==> config.mk <==
export PLATFORM = sky130hd
export DESIGN_NAME = icache_fill
export DESIGN_NICKNAME = d
export VERILOG_FILES = /design/src/rtl/icache_pkg.sv /design/src/rtl/icache_data_array.sv /design/src/rtl/icache_fill.sv
export SDC_FILE = /design/constraint.sdc
export NUM_CORES = 1
export LEC_CHECK = 0
export CORE_MARGIN = 3
export CORE_UTILIZATION = 23
export CTS_BUF_LIST = sky130_fd_sc_hd__clkbuf_8
export DETAILED_ROUTE_END_ITERATION = 8
export REMOVE_ABC_BUFFERS = 1
export SYNTH_ARGS = -nofsm -noshare
export SYNTH_HDL_FRONTEND = slang
export SYNTH_SLANG_ARGS = --single-unit
==> constraint.sdc <==
create_clock -name clk -period 11.1 [get_ports clk]
set_clock_uncertainty 0.05 [all_clocks]
set_input_delay 3.33 -clock clk [delete_from_list [all_inputs] [get_ports clk]]
set_output_delay 3.33 -clock clk [all_outputs]
set_load 0.005 [all_outputs]
==> src/rtl/icache_pkg.sv <==
// Shared types and width helpers for the direct-mapped instruction cache.
package icache_pkg;

    localparam int ADDR_W = 16;
    localparam int WORD_W = 16;

    typedef enum logic [1:0] {
        IDLE      = 2'd0,
        FILL_REQ  = 2'd1,
        FILL_WAIT = 2'd2,
        DONE      = 2'd3
    } fill_state_t;

    // Word offset within a line (bits above the byte offset).
    function automatic int off_width(input int words_per_line);
        return $clog2(words_per_line);
    endfunction

    function automatic int idx_width(input int num_lines);
        return $clog2(num_lines);
    endfunction

    // Tag is whatever remains above byte offset, word offset and index.
    function automatic int tag_width(input int num_lines, input int words_per_line);
        return ADDR_W - 1 - $clog2(words_per_line) - $clog2(num_lines);
    endfunction

endpackage

==> src/rtl/icache_data_array.sv <==
// Word storage for the instruction cache: one synchronous write port, one asynchronous read port.
module icache_data_array
    import icache_pkg::*;
#(
    parameter int NUM_LINES      = 8,
    parameter int WORDS_PER_LINE = 8,
    localparam int IDX_W         = idx_width(NUM_LINES),
    localparam int OFF_W         = off_width(WORDS_PER_LINE)
) (
    input  logic              clk,
    input  logic              we,
    input  logic [IDX_W-1:0]  wr_line,
    input  logic [OFF_W-1:0]  wr_word,
    input  logic [WORD_W-1:0] wr_data,
    input  logic [IDX_W-1:0]  rd_line,
    input  logic [OFF_W-1:0]  rd_word,
    output logic [WORD_W-1:0] rd_data
);

    logic [WORD_W-1:0] mem [NUM_LINES][WORDS_PER_LINE];

    // NOTE: storage has no reset; the line valid bits decide whether contents are meaningful.
    always_ff @(posedge clk) begin
        if (we) begin
            mem[wr_line][wr_word] <= wr_data;
        end
    end

    assign rd_data = mem[rd_line][rd_word];

endmodule

==> src/rtl/icache_fill.sv <==
// Direct-mapped instruction cache with combinational hit path and a word-by-word line-fill FSM.
// Define ICACHE_STATS_EN to add saturating hit_count / miss_count outputs.
module icache_fill
    import icache_pkg::*;
#(
    parameter int NUM_LINES      = 8,
    parameter int WORDS_PER_LINE = 8
) (
    input  logic              clk,
    input  logic              rst,
    input  logic              if_req,
    input  logic [ADDR_W-1:0] if_addr,
    input  logic              if_flush,
    output logic [WORD_W-1:0] if_instr,
    output logic              if_valid,
    output logic              if_stall,
    output logic              mem_rd_en,
    output logic [ADDR_W-1:0] mem_addr,
    input  logic [WORD_W-1:0] mem_data,
    input  logic              mem_data_valid
`ifdef ICACHE_STATS_EN
    ,
    output logic [15:0]       hit_count,
    output logic [15:0]       miss_count
`endif
);

    localparam int OFF_W   = off_width(WORDS_PER_LINE);
    localparam int IDX_W   = idx_width(NUM_LINES);
    localparam int TAG_W   = tag_width(NUM_LINES, WORDS_PER_LINE);
    localparam int LINE_W  = ADDR_W - OFF_W - 1;
    localparam int IDX_LSB = OFF_W + 1;
    localparam int TAG_LSB = OFF_W + IDX_W + 1;
    localparam logic [OFF_W-1:0] LAST_WORD = OFF_W'(WORDS_PER_LINE - 1);

    fill_state_t       state, state_nxt;
    logic [OFF_W-1:0]  counter;
    logic [LINE_W-1:0] fill_line;
    logic              flush_pend;
    logic [NUM_LINES-1:0] valid;
    logic [TAG_W-1:0]  tag_arr [NUM_LINES];

    logic [OFF_W-1:0]  req_word;
    logic [IDX_W-1:0]  req_idx;
    logic [TAG_W-1:0]  req_tag;
    logic [IDX_W-1:0]  fill_idx;
    logic [TAG_W-1:0]  fill_tag;
    logic [WORD_W-1:0] rd_data;
    logic              hit, miss, fill_we;
    logic              unused_byte_offset;

    assign req_word = if_addr[OFF_W:1];
    assign req_idx  = if_addr[TAG_LSB-1:IDX_LSB];
    assign req_tag  = if_addr[ADDR_W-1:TAG_LSB];
    assign fill_idx = fill_line[IDX_W-1:0];
    assign fill_tag = fill_line[LINE_W-1:IDX_W];
    assign unused_byte_offset = if_addr[0];

    // Lookup is only honoured in IDLE so a fill in progress never races a hit.
    assign hit  = if_req && (state == IDLE) && valid[req_idx] && (tag_arr[req_idx] == req_tag);
    assign miss = if_req && (state == IDLE) && !hit;

    assign if_valid  = hit;
    assign if_stall  = if_req && !hit;
    assign if_instr  = hit ? rd_data : '0;
    assign mem_rd_en = (state == FILL_REQ);
    assign mem_addr  = mem_rd_en ? {fill_line, counter, 1'b0} : '0;
    assign fill_we   = (state == FILL_WAIT) && mem_data_valid;

    icache_data_array #(
        .NUM_LINES      (NUM_LINES),
        .WORDS_PER_LINE (WORDS_PER_LINE)
    ) u_data (
        .clk     (clk),
        .we      (fill_we),
        .wr_line (fill_idx),
        .wr_word (counter),
        .wr_data (mem_data),
        .rd_line (req_idx),
        .rd_word (req_word),
        .rd_data (rd_data)
    );

    // NOTE: every output of this block gets a default first so no latch can be inferred.
    always_comb begin
        state_nxt = state;
        unique case (state)
            IDLE:      if (miss) state_nxt = FILL_REQ;
            FILL_REQ:  state_nxt = FILL_WAIT;
            FILL_WAIT: if (mem_data_valid) state_nxt = (counter == LAST_WORD) ? DONE : FILL_REQ;
            DONE:      state_nxt = IDLE;
            default:   state_nxt = IDLE;
        endcase
    end

    // NOTE: reset is asynchronous and active-high; state uses non-blocking assignments only.
    always_ff @(posedge clk or posedge rst) begin
        if (rst) begin
            state      <= IDLE;
            counter    <= '0;
            fill_line  <= '0;
            flush_pend <= 1'b0;
            valid      <= '0;
        end else begin
            state <= state_nxt;

            unique case (state)
                IDLE: begin
                    if (miss) begin
                        fill_line <= if_addr[ADDR_W-1:IDX_LSB];
                        counter   <= '0;
                    end
                end
                FILL_WAIT: begin
                    if (mem_data_valid && (counter != LAST_WORD)) begin
                        counter <= counter + 1'b1;
                    end
                end
                DONE:    counter <= '0;
                default: ;
            endcase

            // A flush seen during a fill is deferred and also kills the line just filled.
            if (state == DONE) begin
                if (flush_pend || if_flush) begin
                    valid <= '0;
                end else begin
                    valid[fill_idx] <= 1'b1;
                end
                flush_pend <= 1'b0;
            end else if (if_flush) begin
                if (state == IDLE) begin
                    valid <= '0;
                end else begin
                    flush_pend <= 1'b1;
                end
            end
        end
    end

    always_ff @(posedge clk) begin
        if (state == DONE) begin
            tag_arr[fill_idx] <= fill_tag;
        end
    end

`ifdef ICACHE_STATS_EN
    always_ff @(posedge clk or posedge rst) begin
        if (rst) begin
            hit_count  <= '0;
            miss_count <= '0;
        end else begin
            if (hit && (hit_count != 16'hFFFF)) begin
                hit_count <= hit_count + 16'd1;
            end
            if (miss && (miss_count != 16'hFFFF)) begin
                miss_count <= miss_count + 16'd1;
            end
        end
    end
`endif

endmodule

==> results.cfg <==
[logic_synthesis]
ys_warn_count = 0
synth_fa_ha_area_share_pct = 0.201
ys_types = 41
synth_xor_area_share_pct = 0.181
synthArstFlopShare_pct = 2.32
yosys.area_share.simple_pct = 1.68
ys_seq_elements = 1122
netlist_instances = 1808
synth_edf_count = 1096
synth_mux_area_share_pct = 19.1
ys_seq_area_share_pct = 77.1
synth_area_um2 = 43500
syn_area_per_cell_um2 = 24.1
synth-main-ff-cell = edfxtp_1
synth_top_family_by_area = multiplexers
synth_compound_area_share_pct = 0.379

[power]
vdd_drop_max_uv = 122
cellLeakagePower_nw = 15.6
power.density_nw_per_um2 = 172

[clocking]
cts_hold_buf = 0
numClockSinks = 1122
clkTransAtPathRegs_ps = 50
cts_buffer_depth = 3
h-tree-depth = 4
cts_tree = built
insertion_delay_ps = 830
cts_setup_buffers = 0
cts_inserted_buffers = 179
post_cts_resize_count = 0
cts_root_buffer = clkbuf_8

[global_routing]
track_usage_pct = 10.6
grt_max_degree = 69
overflow = 0
grt_pass1_vias = 20800
grt_pass1_wl_um = 149000
antenna_found_initial = 16

[detailed_routing]
post_drt_wl_per_cell_um = 22.1
drtIter0Drc = 1904
drc_errors = 0
routed_via_density = 4.23
dr.pass1.iters = 5
antenna_left = 0
routed_wl_um = 104000
vias = 19800

[cells_and_area]
layout.cells.non_filler = 4686
drive_gt1_share_pct = 34.0
final_nets = 2085
post-route-cell-area_um2 = 50800
area_growth_pct = 16.7

[floorplanning]
dieArea_um2 = 195000
start_util_pct = 23.2
io_pins = 72
rows = 159
die_h_um = 441
core_area_um2 = 188000
die_w_um = 441

[sta]
timing.hold.ws_ps = 466
hold_viol = 0
max_freq_ghz = 0.0991
setup_viol = 0
worst_slew_pin_slew_ps = 1300
timing.final.crit_period_ps = 10090
rsz0062_at_grt = false
setup_slack_ps = 1010
relSlewSlack_pct = 13.6
final.setup.tns_ps = 0
post-route-period-util_pct = 90.9
drv_slew = 0

[worst_setup_path]
path_common_cell = mux4_2
start_kind = input pin
worstPathCellList = buf_8, buf_4, mux4_2, mux4_2, mux4_2, nor2b_1, clkdlybuf4s50_1
critPathCaptureType = output port
critPathMaxStageDelay_ps = 610
critPathMaxFanout = 31
critPathArrivalTime_ps = 6710
slowest_stage = mux4_2
crit_type = input pin to output port
cp.required_ps = 7720

[flow_run]
drv_cap = 0

[hold_path]
hold_path_class = flip-flop to flip-flop

[placed_design]
io_buffers = 69
place_inst = 4355
detailed_place.area_um2 = 47600
place_congestion = 0.708
hpwl_um = 57800
dp_slack_ps = 939

[run_status]
status = complete, no violations
[metrics by stage]
stage | power (mW) | util (%)
floorplan | 5.29 | -
global placement | 5.68 | 25.3
detailed placement | 5.70 | 25.3
CTS | 8.85 | 27.0
global route | 9.10 | 27.0
finish | 8.75 | 27.0
[report_power, final]
group	switching (mW)	internal (mW)	total (mW)	leakage [nW]
clock	1.58	1.56	3.14	1.92
combinational	0.437	0.304	0.741	3.55
sequential	0.0891	4.78	4.87	10.2
total	2.10	6.65	8.75	15.6
[logic make-up (layout without fill, tap and decap cells)]
family | Yosys count | in the layout
adder cells (fa/ha/maj) | 7 | 7
multiplexers | 381 | 381
AO/OA/AOI/OAI | 25 | 25
flip-flops | 1122 | 1122
XOR/XNOR | 9 | 9
buffers and inverters | 111 | 487
other | 1 | 8
AND/OR/NAND/NOR | 152 | 152
[layer usage]
| layer | vias up | share of wire [%] | global-route usage, % |
|---|---|---|---|
| met5 | - | 0.054 | 0 |
| met4 | 8 | 4.0 | 4.78 |
| met3 | 181 | 7.5 | 3.00 |
| met2 | 689 | 48 | 16.7 |
| met1 | 10700 | 41 | 13.5 |
| li1 | 8230 | - | - |
[registers in the layout, summed over array words and instances, names as in the netlist]
signal	flops
state	2
counter	3
flush_pend	1
tag_arr	72
fill_line	12
u_data.mem	1024
valid	8
[layout by cell type, fill, tap and decap left out, types with 2 or more instances in the layout]
cell type        instances
and2_1                  13
clkinv_2                 8
inv_6                    6
or3b_2                   2
mux4_2                 356
dfrtp_1                 26
bufinv_16                2
buf_8                    2
clkinv_1                35
nor2_1                  18
inv_8                    3
o21ai_0                 10
o2bb2ai_1                2
mux2_2                   2
clkinvlp_4               3
xnor2_1                  8
edfxtp_1              1096
a21oi_1                  6
clkinv_8                 2
clkdlybuf4s50_1         49
mux2i_1                 12
inv_1                  101
a22oi_1                  4
nand3b_1                 3
buf_2                   16
nor3_1                   5
nand2_1                 17
nor2b_1                 17
buf_12                   9
nand3_1                  5
ha_1                     7
nor2_2                  64
buf_4                   70
clkbuf_8               180
diode_2                  7
mux2_4                  10
[path summary, 6_finish.rpt]
path                                       from                           to  slack, ps  depth (start not counted)
max reg2reg                state[0]$_DFFE_PP0P_  u_data.mem[7][83]$_DFFE_PP_       7630                          6
min reg2reg                valid[2]$_DFFE_PP0P_         valid[2]$_DFFE_PP0P_        470                          2
min                        valid[2]$_DFFE_PP0P_         valid[2]$_DFFE_PP0P_        470                          2
max                                  if_addr[4]                 if_instr[11]       1010                          7
max in group asynchronous                   rst     fill_line[6]$_DFFE_PP0P_       7330                          2
min in group asynchronous                   rst     fill_line[4]$_DFFE_PP0P_       3010                          2
[cell type report]
class                   count  area (µm²)
fillers                 18500      137000
diodes                      7        17.5
flip-flops and latches   1122       33600
repair buffers            147        1320
well taps                2495        3120
multi-input cells         575        9550
inverters                  16        60.1
clock inverters           144         692
clock buffers             180        2480
[synth_stat cells (all sizes together), types with 2 or more instances]
cell	count	share of area [%]
inv	16	0.14
nand2	17	0.15
nand3	6	0.080
a22oi	4	0.069
nand3b	3	0.052
buf	64	0.93
mux4	356	18
mux2i	12	0.28
nand4	2	0.043
o2bb2ai	2	0.040
nor3	5	0.057
nor4	3	0.092
mux2	13	0.42
clkbuf	31	0.27
or3b	2	0.040
and2	13	0.19
nor2b	17	0.24
xnor2	8	0.16
nor2	82	0.71
a21oi	6	0.069
o21ai	10	0.11
dfrtp	26	1.5
edfxtp	1096	76
ha	7	0.20
[worst max-delay path, delay by kind of cell]
kind	cells	cell delay, ps
simple gates	1	220
buf+inv	3	1380
mux	3	1690
Power figures use the tool's default switching activity.
